<file path="config.mk">
export PLATFORM = sky130hd
export DESIGN_NAME = seg_page_sched
export DESIGN_NICKNAME = d
export VERILOG_FILES = /design/src/rtl/seg_pkg.sv /design/src/rtl/bin2bcd_seq.sv /design/src/rtl/seg_page_sched.sv
export SDC_FILE = /design/constraint.sdc
export NUM_CORES = 1
export LEC_CHECK = 0
export CORE_MARGIN = 2
export CORE_UTILIZATION = 55
export CTS_CLUSTER_SIZE = 20
export DETAILED_ROUTE_END_ITERATION = 16
export PLACE_DENSITY = 0.81
export SLEW_MARGIN = 20
export SYNTH_ARGS = -nofsm -noshare
export SYNTH_HDL_FRONTEND = slang
export SYNTH_SLANG_ARGS = --single-unit
</file>
<file path="constraint.sdc">
create_clock -name clk_50MHZ -period 3.65 [get_ports clk_50MHZ]
set_input_delay 0.365 -clock clk_50MHZ [delete_from_list [all_inputs] [get_ports clk_50MHZ]]
set_output_delay 0.365 -clock clk_50MHZ [all_outputs]
set_load 0.02 [all_outputs]
</file>
<file path="src/rtl/seg_pkg.sv">
// Shared types and constants for the paged 7-segment display scheduler.
package seg_pkg;

  typedef enum logic [2:0] {IDLE, SELECT, LOAD, CONVERT, COMMIT, DWELL} state_t;

  localparam int unsigned BCD_MAX = 9999;
  localparam int unsigned DIG_W   = 4;
  localparam int unsigned N_CH    = 3;

  // Round-robin pick: cur+1, then cur+2 (mod 3), falling back to cur itself.
  function automatic logic [1:0] next_ch(input logic [1:0] cur, input logic [N_CH-1:0] en);
    logic [1:0] c1;
    logic [1:0] c2;
    c1 = (cur == 2'd2) ? 2'd0 : cur + 2'd1;
    c2 = (c1 == 2'd2) ? 2'd0 : c1 + 2'd1;
    if (en[c1])      next_ch = c1;
    else if (en[c2]) next_ch = c2;
    else             next_ch = cur;
  endfunction

endpackage

</file>
<file path="src/rtl/bin2bcd_seq.sv">
// Sequential shift-add-3 binary to 4-digit BCD converter, one bit per cycle.
module bin2bcd_seq #(
  parameter int unsigned W = 14
) (
  input  logic         clk_50MHZ,
  input  logic         rst_n,
  input  logic         start,
  input  logic [W-1:0] bin,
  output logic         done,
  output logic [15:0]  bcd
);

  localparam int unsigned CW = $clog2(W + 1);

  logic [W-1:0]  sh;
  logic [CW-1:0] cnt;
  logic [15:0]   adj;

  always_comb begin
    adj = bcd;
    for (int unsigned i = 0; i < 4; i++) begin
      if (bcd[4*i +: 4] >= 4'd5) adj[4*i +: 4] = bcd[4*i +: 4] + 4'd3;
    end
  end

  always_ff @(posedge clk_50MHZ or negedge rst_n) begin
    if (!rst_n) begin
      sh  <= '0;
      bcd <= '0;
      cnt <= '0;
    end else if (start) begin
      sh  <= bin;
      bcd <= '0;
      cnt <= CW'(W);
    end else if (cnt != '0) begin
      bcd <= {adj[14:0], sh[W-1]};
      sh  <= sh << 1;
      cnt <= cnt - 1'b1;
    end
  end

  // High during the final iteration, so bcd is complete on the following cycle.
  assign done = (cnt == CW'(1));

endmodule

</file>
<file path="src/rtl/seg_page_sched.sv">
// Round-robin pager: shows three binary channels as saturated decimal digits,
// refreshing the current page on every tick and rotating after a dwell time.
module seg_page_sched import seg_pkg::*; #(
  parameter int unsigned W           = 14,
  parameter int unsigned TICK_DIV    = 5_000_000,
  parameter int unsigned DWELL_TICKS = 20
) (
  input  logic             clk_50MHZ,
  input  logic             rst_n,
  input  logic [W-1:0]     val_0,
  input  logic [W-1:0]     val_1,
  input  logic [W-1:0]     val_2,
  input  logic [N_CH-1:0]  en,
  input  logic             hold,
  output logic [DIG_W-1:0] dig_1,
  output logic [DIG_W-1:0] dig_2,
  output logic [DIG_W-1:0] dig_3,
  output logic [DIG_W-1:0] dig_4,
  output logic [1:0]       page,
  output logic             ovf,
  output logic             busy
);

  localparam int unsigned TW = $clog2(TICK_DIV);
  localparam int unsigned DW = (DWELL_TICKS > 1) ? $clog2(DWELL_TICKS) : 1;

  state_t        state, state_nxt;
  logic [TW-1:0] tick_cnt;
  logic          tick;
  logic [DW-1:0] dwell, dwell_nxt;
  logic [1:0]    sel, sel_nxt;
  logic          pend_ovf, pend_ovf_nxt;
  logic [W-1:0]  raw, bin_sat;
  logic          sat;
  logic          conv_start, conv_done;
  logic [15:0]   bcd;

  assign tick = (tick_cnt == TW'(TICK_DIV - 1));

  always_ff @(posedge clk_50MHZ or negedge rst_n) begin
    if (!rst_n) tick_cnt <= '0;
    else        tick_cnt <= tick ? '0 : tick_cnt + 1'b1;
  end

  always_comb begin
    case (sel)
      2'd0:    raw = val_0;
      2'd1:    raw = val_1;
      default: raw = val_2;
    endcase
    sat     = (32'(raw) > BCD_MAX);
    bin_sat = sat ? W'(BCD_MAX) : raw;
  end

  assign conv_start = (state == LOAD);
  assign busy       = (state == LOAD) || (state == CONVERT) || (state == COMMIT);

  bin2bcd_seq #(.W(W)) u_bin2bcd (
    .clk_50MHZ (clk_50MHZ),
    .rst_n     (rst_n),
    .start     (conv_start),
    .bin       (bin_sat),
    .done      (conv_done),
    .bcd       (bcd)
  );

  always_comb begin
    state_nxt    = state;
    dwell_nxt    = dwell;
    sel_nxt      = sel;
    pend_ovf_nxt = pend_ovf;
    case (state)
      IDLE:    if (en != '0) state_nxt = SELECT;
      SELECT: begin
        dwell_nxt = '0;
        if (en == '0) begin
          state_nxt = IDLE;
        end else begin
          sel_nxt   = next_ch(page, en);
          state_nxt = LOAD;
        end
      end
      LOAD: begin
        pend_ovf_nxt = sat;
        state_nxt    = CONVERT;
      end
      CONVERT: if (conv_done) state_nxt = COMMIT;
      COMMIT:  state_nxt = DWELL;
      DWELL: begin
        // A dropped channel pre-empts any tick arriving in the same cycle.
        if (!en[page]) begin
          state_nxt = SELECT;
        end else if (tick) begin
          if (dwell == DW'(DWELL_TICKS - 1) && !hold) begin
            state_nxt = SELECT;
          end else begin
            if (dwell != DW'(DWELL_TICKS - 1)) dwell_nxt = dwell + 1'b1;
            state_nxt = LOAD;
          end
        end
      end
      default: state_nxt = IDLE;
    endcase
  end

  always_ff @(posedge clk_50MHZ or negedge rst_n) begin
    if (!rst_n) begin
      state    <= IDLE;
      dwell    <= '0;
      sel      <= '0;
      pend_ovf <= 1'b0;
      dig_1    <= '0;
      dig_2    <= '0;
      dig_3    <= '0;
      dig_4    <= '0;
      page     <= '0;
      ovf      <= 1'b0;
    end else begin
      state    <= state_nxt;
      dwell    <= dwell_nxt;
      sel      <= sel_nxt;
      pend_ovf <= pend_ovf_nxt;
      if (state == COMMIT) begin
        dig_1 <= bcd[3:0];
        dig_2 <= bcd[7:4];
        dig_3 <= bcd[11:8];
        dig_4 <= bcd[15:12];
        page  <= sel;
        ovf   <= pend_ovf;
      end
    end
  end

endmodule

</file>
==> reports/metrics.cfg <==
[yosys]
synth_top_area_cell = dfrtp_1
syn_nets = 517
synth_mux_area_frac = 0.132
synth_top_family_by_area = simple AND/OR/NAND/NOR gates
synth_edf_count = 0
async_reset_ff_frac = 1.00
yosysWarnings = 0
synth-seq-cells = 87
synth_area_per_cell_um2 = 10.0
synth-simple-area-share = 0.180
ys_seq_area_frac = 0.475
synthDominantCellAreaShare = 0.475
synth.top_cells.by_area = dfrtp_1, mux2_2, mux2i_1, a21oi_1, ha_1
synth_xor_area_frac = 0.0535
synthTopCellsByCount = dfrtp_1, nand2_1, nor2_1, a21oi_1, mux2_2
synth_ff_type = dfrtp_1
synth-compound-area-share = 0.0964
syn_inst = 456
ys_types = 46
yosysMostFrequentCell = dfrtp_1
syn_area_mm2 = 0.00458
synthAdderAreaFrac = 0.0355

[power]
ir_drop_uv = 373
p_per_area_mw_per_mm2 = 705
p_leak_nw = 2.48

[job]
maxCapViolations = 0

[final_layout]
drive_gt1_frac = 0.113
synthToLayoutAreaGrowth_pct = 20.4
diodes = 0
multiInputGateArea_mm2 = 0.00228
fin_nets = 578
stdcell_count = 627
seqCellArea_mm2 = 0.00218
fillers = 607

[timing]
fin_worst_skew_ps = 7.87
whs_ps = 63.2
rsz0062_at_grt = no
fin_crit_sh = 0.704
hold_viol_final = 0
finalSetupViolCount = 0
fin_tns_setup_ps = 0
slew_headroom = 0.263
finalCriticalPeriod_ps = 2570
worst_pin_slew_ps = 1100
max_freq_mhz = 389
finalMaxSlewViolations = 0

[worst_hold_path]
min_path_type = input pin to async pin

[clock_tree]
cts_resized = 0
h-tree-depth = 3
cts_tree = built
numCtsBuffers = 9
cts_setup_buffers = 0
cts-root-buf = clkbuf_8
clkSinkCount = 87
path_clk_slew_ps = 90
holdBufCountCts = 0
ctsLongestPathBuffers = 2
worstSkewPairLatency_ps = 350

[place]
dp_hpwl_um = 6570
gp_congestion = 0.819
numPortBuffers = 67
dpl.cell_count = 611

[drt]
wl_um = 9670
vias = 3585
drtPass1Iterations = 4
viasPerCell = 5.72
drc = 0
wl_per_cell_um = 15.4
drt_iter0_markers = 173
ant_nets = 0

[critical_path]
arrival_ps = 2760
critical_path.cell_chain = mux2_2, mux2i_1, nor4_1, a211oi_1, a22oi_1
slowest_stage = dfrtp_1
worstPathMaxFanout = 16
crit_required_ps = 3840
crit_type = flip-flop to flip-flop
cp_slowest_stage_delay_ps = 760
end_kind = flip-flop
timing.critical_path.from_type = flip-flop

[global_routing]
antenna_found_initial = 0
grt_overflow = 0
track_usage = 0.218
grt_max_degree = 88
grt_pass1_wl_um = 15600
grt_pass1_vias = 3468

[die]
core_mm2 = 0.00813
die_w_um = 95.3
ios = 68
initial_core_util = 0.563
num_rows = 33
die_area_mm2 = 0.00907
die_h_um = 95.3

[outcome]
status = finished clean

through the flow:
stage           util  cell area, um^2  power, W  setup slack, ps
2_1_floorplan      -             4580   0.00272             1290
3_3_place_gp   0.656             5340   0.00320             1230
3_5_place_dp   0.656             5340   0.00328             1090
4_1_cts        0.677             5510   0.00390             1070
5_1_grt        0.678             5510   0.00416              907
6_report       0.678             5510   0.00389             1080
per-layer routing:
layer  track usage  up-vias  wire length, um
met3        0.0427       18              529
met2         0.350       96             4560
met5             0        -                0
met1         0.294     1761             4420
li1              -     1710                -
met4        0.0845        0              158
flip-flops by register name, summed over array words and instances, names as in the netlist, 2 cells and up:
register and flops:
sel 2, dig_1 4, u_bin2bcd.sh 14, page 2
u_bin2bcd.cnt 4, dig_3 4, dig_4 4, dig_2 4
u_bin2bcd.bcd 16, dwell 5, state 3, tick_cnt 23
worst max-delay path, delay by kind of cell, from the launching register on:
| family | cells | cell delay (ps) |
|---|---|---|
| AOI/OAI and AO/OA | 2 | 790 |
| DFF | 1 | 760 |
| muxes | 2 | 720 |
| and+or+nand+nor | 1 | 130 |
report_power, final:
part	leakage (nW)	total, W	internal (W)	switching [W]
combinational	1.28	0.00168	0.000832	0.000845
sequential	1.11	0.00161	0.00128	0.000330
clock	0.0853	0.000606	0.000265	0.000341
total	2.48	0.00389	0.00237	0.00152
kinds of logic (layout without fill, tap and decap cells):
kind of cell               after synthesis  after routing
adders and majority gates               13             13
xor gates and xnor gates                28             28
DFF                                     87             87
AOI/OAI and AO/OA                       75             75
buffers and inverters                   34            100
and+or+nand+nor                        163            163
muxes                                   56             56
placed cells by master (no fill, tap or decap), types with 7 or more instances in the layout:
| cell type | n |
|---|---|
| o21ai_0 | 18 |
| nand2_1 | 43 |
| clkbuf_8 | 10 |
| a21oi_1 | 34 |
| ha_1 | 13 |
| mux2_2 | 30 |
| nor3_1 | 10 |
| inv_1 | 14 |
| nand2b_1 | 11 |
| xnor2_1 | 17 |
| clkdlybuf4s50_1 | 66 |
| dfrtp_1 | 87 |
| nand3_1 | 14 |
| mux2i_1 | 25 |
| xor2_1 | 11 |
| nor2_1 | 42 |
| and3_1 | 7 |
path summary, 6_finish.rpt:
kind | startpoint | endpoint | slack (ps) | depth (start not counted)
max reg2reg | sel[0]$_DFFE_PN0P_ | u_bin2bcd.sh[2]$_DFFE_PN0P_ | 1080 | 5
min in group clk_50MHZ | tick_cnt[22]$_DFF_PN0_ | tick_cnt[22]$_DFF_PN0_ | 480 | 1
max in group asynchronous | rst_n | dig_4[2]$_DFFE_PN0P_ | 3060 | 1
min reg2reg | tick_cnt[22]$_DFF_PN0_ | tick_cnt[22]$_DFF_PN0_ | 480 | 1
min | rst_n | tick_cnt[16]$_DFF_PN0_ | 60 | 1
max | sel[0]$_DFFE_PN0P_ | u_bin2bcd.sh[2]$_DFFE_PN0P_ | 1080 | 5
area by class of cell:
cell class | count | area share
clock buffers | 11 | 0.0256
clock inverters | 5 | 0.00613
inverters | 14 | 0.00953
multi-input cells | 335 | 0.414
flip-flops and latches | 87 | 0.395
well taps | 105 | 0.0238
repair buffers | 70 | 0.126
Note: power is estimated with default switching activity, not from simulation.
==> edit 1, RTL diff (same flow settings) <==
The 6 states of `state_t` get a one-hot encoding in 6 bits.
--- a/src/rtl/seg_pkg.sv
+++ b/src/rtl/seg_pkg.sv
@@ -1,7 +1,7 @@
 // Shared types and constants for the paged 7-segment display scheduler.
 package seg_pkg;
 
-  typedef enum logic [2:0] {IDLE, SELECT, LOAD, CONVERT, COMMIT, DWELL} state_t;
+  typedef enum logic [5:0] {IDLE = 6'b000001, SELECT = 6'b000010, LOAD = 6'b000100, CONVERT = 6'b001000, COMMIT = 6'b010000, DWELL = 6'b100000} state_t;
 
   localparam int unsigned BCD_MAX = 9999;
   localparam int unsigned DIG_W   = 4;
Function: no difference found for any inputs over 10 cycles, from zero or initial values and one cycle with rst_n low; not proved beyond that.
==> edit 1 against the unedited design <==
Total power decreased by 14%; sequential cell count increased by 3; sequential share of layout area increased by 0.28 points; final area increased by 2.8%; via count increased by 4.9%; wire length increased by 3.3%; combinational power decreased by 28%; count of clock-buffer cells in the layout decreased by 1; worst hold slack improved by 0.018 ns; global-route usage increased by 1.4 points; first-iteration DRC count increased by 12%; area after synthesis increased by 2.8%; setup slack got worse by 0.22 ns; critical path depth increased by 1; largest cell class unchanged.
==> edit 1: results (changes against the unedited design) <==
metric,value,unit,change
outcome,"finished, final reports clean",,unchanged
cp_slowest_stage_delay,0.62,ns,was 0.76 ns
pre_cts_ws,1.130,ns,was 1.095 ns
nets,599,,was 578
numCtsBuffers,9,,unchanged
tightest_slew,1.010,ns,was 1.103 ns
async_reset_ff_frac,1.000,,unchanged
synth_fp_nets,536,,was 517
cts_root_buffer,clkbuf_8,,unchanged
grt_pass1_vias,3656,,was 3468
dpl.hpwl,7.109,mm,was 6.572 mm
ctsHtreeMaxLevel,3,,unchanged
diodes,0,,unchanged
syn_avg_cell_area,9.915,um^2,was 10.05 um^2
r2r_slack,1.12,ns,was 1.08 ns
top_regs,"tick_cnt x23, u_bin2bcd.bcd x16, u_bin2bcd.sh x14",,unchanged
grt_start_max_net_pins,64,,was 88
wl,9.989,mm,was 9.669 mm
hp-class,in -> async,,unchanged
clk_latency,0.36,ns,
stdcell_count,648,,was 627
placedCellCount,631,,was 611
gp_congestion,0.8658,,was 0.8190
synth-edff-count,0,,unchanged
synth_seq_area_share,0.4785,,was 0.4753
vdd_drop_max,0.2441,mV,was 0.3729 mV
viasPerCell,5.804,,was 5.718
synth_common_cells,"89 x dfrtp_1, 61 x nand2_1, 35 x a21oi_1, 32 x nor2_1, 27 x o21ai_0",,"was 87 x dfrtp_1, 43 x nand2_1, 43 x nor2_1, 34 x a21oi_1, 30 x mux2_2"
synthTopCellsByArea,"dfrtp_1 47%, mux2i_1 5.5%, mux2_2 5.0%",,"was dfrtp_1 48%, mux2_2 7.4%, mux2i_1 5.5%"
cts_resized,0,,unchanged
cts_setup_buffers,0,,unchanged
slowest_stage,clkdlybuf4s50_1,,was dfrtp_1
skew,0.009310,ns,was 0.007874 ns
p_leak,2.501,nW,was 2.478 nW
grt_pass1_wl,16.79,mm,was 15.64 mm
r2r_end,u_bin2bcd.sh[0]$_DFFE_PN0P_,,was u_bin2bcd.sh[2]$_DFFE_PN0P_
crit_fanout,29,,was 16
path_delay_family,buffers and inverters,,was compound AO/OA/AOI/OAI gates
drive_above_1_share,0.08840,,was 0.1130
track_usage,0.2322,,was 0.2184
critPathArrivalTime,2.42,ns,was 2.76 ns
drt_iter0_markers,193,,was 173
rr_worst_depth,5,,unchanged
synth_warnings,0,,unchanged
[edit 1: changes by cell type after synthesis, moves of 5 or more]
cell	delta
mux2_2	-9
o21ai_0	+9
nand2_1	+18
nor2_1	-11
nand2b_1	-5
clkbuf_1	-6
nand3_1	+8
[edit 1: final cells by class]
type / count / area, um^2
clock inverter: 6 / 66.31
multi-input combinational: 355 / 2341
tap: 105 / 131.4
inverter: 11 / 41.29
fill: 650 / 2591
timing repair buffer: 71 / 705.7
clock buffer: 10 / 127.6
sequential: 90 / 2253
[edit 1: where the power goes]
part	internal [W]	total (W)	switching [W]
sequential	0.00122	0.00148	0.000262
clock	0.000318	0.000673	0.000355
combinational	0.000594	0.00121	0.000613
total	0.00213	0.00336	0.00123
[edit 1: per-layer routing]
| layer | vias to the layer above | share of wire | global-route usage |
|---|---|---|---|
| li1 | 1816 | - | - |
| met1 | 1822 | 0.43 | 0.2869 |
| met2 | 111 | 0.50 | 0.4091 |
| met3 | 12 | 0.049 | 0.04344 |
| met4 | 0 | 0.014 | 0.07864 |
| met5 | - | 0 | 0 |
[edit 1: metrics by stage]
stage	hold slack (ns)	power (W)	area, um^2
after floorplan	0.06941	0.002375	4710
after global placement	0.4629	0.002615	5458
after detailed placement	0.4722	0.002695	5458
after CTS	0.1035	0.003375	5652
after global routing	0.1275	0.003602	5667
final	0.08153	0.003362	5667
[edit 1: worst max-delay path by stage]
stage / from / to / slack [ns] / depth (start not counted)
2_1_floorplan: sel[0]$_DFFE_PN0P_ / u_bin2bcd.sh[0]$_DFFE_PN0P_ / 1.51 / 7
3_3_place_gp: sel[0]$_DFFE_PN0P_ / u_bin2bcd.sh[0]$_DFFE_PN0P_ / 1.27 / 5
3_5_place_dp: sel[0]$_DFFE_PN0P_ / pend_ovf$_DFFE_PN0N_ / 1.13 / 5
4_1_cts: state[3]$_DFFE_PN0P_ / busy / 0.84 / 6
5_1_grt: state[1]$_DFFE_PN0P_ / busy / 0.67 / 4
6_report: state[3]$_DFFE_PN0P_ / busy / 0.86 / 6
[edit 1: kinds of logic (layout without fill, tap and decap cells)]
kind of cell / count (synthesis) / count (layout) / share of synthesized area
XOR/XNOR: 26 / 26 / 0.04835
adder cells (fa/ha/maj): 13 / 13 / 0.03454
multiplexers: 47 / 47 / 0.1055
AND/OR/NAND/NOR: 176 / 176 / 0.1918
buffers and inverters: 30 / 98 / 0.02444
flip-flops: 90 / 90 / 0.4785
AO/OA/AOI/OAI: 93 / 93 / 0.1169
==> edit 2, RTL diff (same flow settings) <==
Without the edit above. `W` is set to 14 in 2 places; all go to 10.
--- a/src/rtl/bin2bcd_seq.sv
+++ b/src/rtl/bin2bcd_seq.sv
@@ -1,6 +1,6 @@
 // Sequential shift-add-3 binary to 4-digit BCD converter, one bit per cycle.
 module bin2bcd_seq #(
-  parameter int unsigned W = 14
+  parameter int unsigned W = 10
 ) (
   input  logic         clk_50MHZ,
   input  logic         rst_n,
--- a/src/rtl/seg_page_sched.sv
+++ b/src/rtl/seg_page_sched.sv
@@ -1,7 +1,7 @@
 // Round-robin pager: shows three binary channels as saturated decimal digits,
 // refreshing the current page on every tick and rotating after a dwell time.
 module seg_page_sched import seg_pkg::*; #(
-  parameter int unsigned W           = 14,
+  parameter int unsigned W           = 10,
   parameter int unsigned TICK_DIV    = 5_000_000,
   parameter int unsigned DWELL_TICKS = 20
 ) (
Interface: changed (resized val_0, val_1 and val_2); port bits go from 68 to 56. The function was not compared with the original's and may differ.
==> edit 2 against the unedited design <==
Area after synthesis is 8.5% lower; synthesized cell count is 2.2% lower; combinational power decreased by 16%; wire length down 12%; sequential cell count is 6 lower; fmax is 9.1% lower; final area shrank 8.3%; die area decreased by 8.2%; total power is 7.3% lower; final cell count down 4.5%; clock power rose by 22%; critical path depth increased by 1; setup slack got worse by 0.26 ns; critical path type is now reg -> out; first-iteration DRC count rose by 22%.
==> edit 2: results (changes against the unedited design) <==
metric,value,unit,change
cp-endpoint,busy,,was u_bin2bcd.sh[2]$_DFFE_PN0P_
use_met3,0.05643,,was 0.04269
synth_seq_area_share,0.4837,,was 0.4753
synth-xor-area-share,0.05643,,was 0.05354
cts_root_buffer,clkbuf_8,,unchanged
outcome,"finished, final reports clean",,unchanged
r2r_end,dwell[3]$_DFFE_PN0P_,,was u_bin2bcd.sh[2]$_DFFE_PN0P_
synth_fa_ha_area_frac,0.03882,,was 0.03551
nets,545,,was 578
rr_worst_depth,6,,was 5
track_usage,0.2251,,was 0.2184
synth_common_cells,"81 x dfrtp_1, 62 x nand2_1, 43 x nor2_1, 29 x o21ai_0, 25 x a21oi_1",,"was 87 x dfrtp_1, 43 x nand2_1, 43 x nor2_1, 34 x a21oi_1, 30 x mux2_2"
wl,8.502,mm,was 9.669 mm
synth_compound_area_frac,0.1233,,was 0.09642
dr.pass1.iters,4,,unchanged
p_leak,2.223,nW,was 2.478 nW
dpl.hpwl,5.860,mm,was 6.572 mm
relSlewSlack,0.4620,,was 0.2626
vdd_drop_max,0.3334,mV,was 0.3729 mV
r2r_slack,1.56,ns,was 1.08 ns
synth_fp_nets,495,,was 517
clock_path_buffers,2,,unchanged
crit_path_start,state[2]$_DFFE_PN0P_,,was sel[0]$_DFFE_PN0P_
r2r_start,tick_cnt[0]$_DFF_PN0_,,was sel[0]$_DFFE_PN0P_
grt_start_max_net_pins,82,,was 88
drt_iter0_markers,211,,was 173
grt_use_met2,0.3710,,was 0.3504
synthMuxAreaShare,0.06271,,was 0.1317
top_regs,"tick_cnt x23, u_bin2bcd.bcd x16, u_bin2bcd.sh x10",,"was tick_cnt x23, u_bin2bcd.bcd x16, u_bin2bcd.sh x14"
drive_above_1_share,0.06800,,was 0.1130
gr-usage-met1,0.2968,,was 0.2943
grt_pass1_wl,15.19,mm,was 15.64 mm
vias,3371,,was 3585
port_buffers,54,,was 67
gp_congestion,0.8121,,was 0.8190
cts_setup_buffers,0,,unchanged
synthTopCellsByArea,"dfrtp_1 48%, nand2_1 5.6%, ha_1 3.9%",,"was dfrtp_1 48%, mux2_2 7.4%, mux2i_1 5.5%"
crit_fanout,17,,was 16
skew,0.008634,ns,was 0.007874 ns
placed_cell_area,4790,um^2,was 5335 um^2
-- edit 2: cells by family (layout without fill, tap and decap cells) --
family | count (synthesis) | in the layout
simple gates | 174 | 174
compound gates | 88 | 88
flops | 81 | 81
buf+inv | 37 | 91
xor+xnor | 27 | 27
mux | 25 | 25
fa+ha+maj | 13 | 13
other cells | 1 | 1
-- edit 2: layout make-up --
class                           instances  area (um^2)
Fill cell                             540         2273
Sequential cell                        81         2027
Multi-Input combinational cell        328         2019
Timing Repair Buffer                   58        590.6
Clock buffer                           13        168.9
Tap cell                               99        123.9
Inverter                               18        67.56
Clock inverter                          2        60.06
-- edit 2: how the worst min path moves through the flow --
stage / from / end
2_1_floorplan: rst_n / dig_1[0]$_DFFE_PN0P_
3_3_place_gp: tick_cnt[22]$_DFF_PN0_ / tick_cnt[22]$_DFF_PN0_
3_5_place_dp: dig_4[1]$_DFFE_PN0P_ / dig_4[1]$_DFFE_PN0P_
4_1_cts: rst_n / tick_cnt[21]$_DFF_PN0_
5_1_grt: rst_n / tick_cnt[20]$_DFF_PN0_
6_report: rst_n / tick_cnt[20]$_DFF_PN0_
-- edit 2: layer usage --
| metal | wire length (um) | share of wire |
|---|---|---|
| met1 | 4034 | 0.47 |
| met2 | 3947 | 0.46 |
| met3 | 414 | 0.049 |
| met4 | 106 | 0.012 |
| met5 | 0 | 0 |
-- edit 2: worst max-delay path: stages, from the launching register on --
cell,delay (ns)
dfrtp_1,0.63
nand2b_1,0.14
nor2_1,0.11
buf_4,0.23
inv_1,0.24
nand2_1,0.13
clkdlybuf4s50_1,0.63
-- edit 2: report_power, final --
group / internal (W) / switching [W]
Clock: 0.000438 / 0.000299
Combinational: 0.000653 / 0.000759
Sequential: 0.00117 / 0.000292
Total: 0.00226 / 0.00135
-- edit 2: per-stage QoR --
step | instances | hold WS [ns] | worst slack (ns) | power, W
global placement | 582 | 0.4642 | 1.274 | 0.002800
finish | 599 | 0.4679 | 0.8244 | 0.003607
global route | 599 | 0.4895 | 0.6467 | 0.003893
detailed placement | 582 | 0.4734 | 1.210 | 0.002866
CTS | 597 | 0.2085 | 0.8189 | 0.003625
floorplan | 446 | 0.06941 | 1.835 | 0.002407
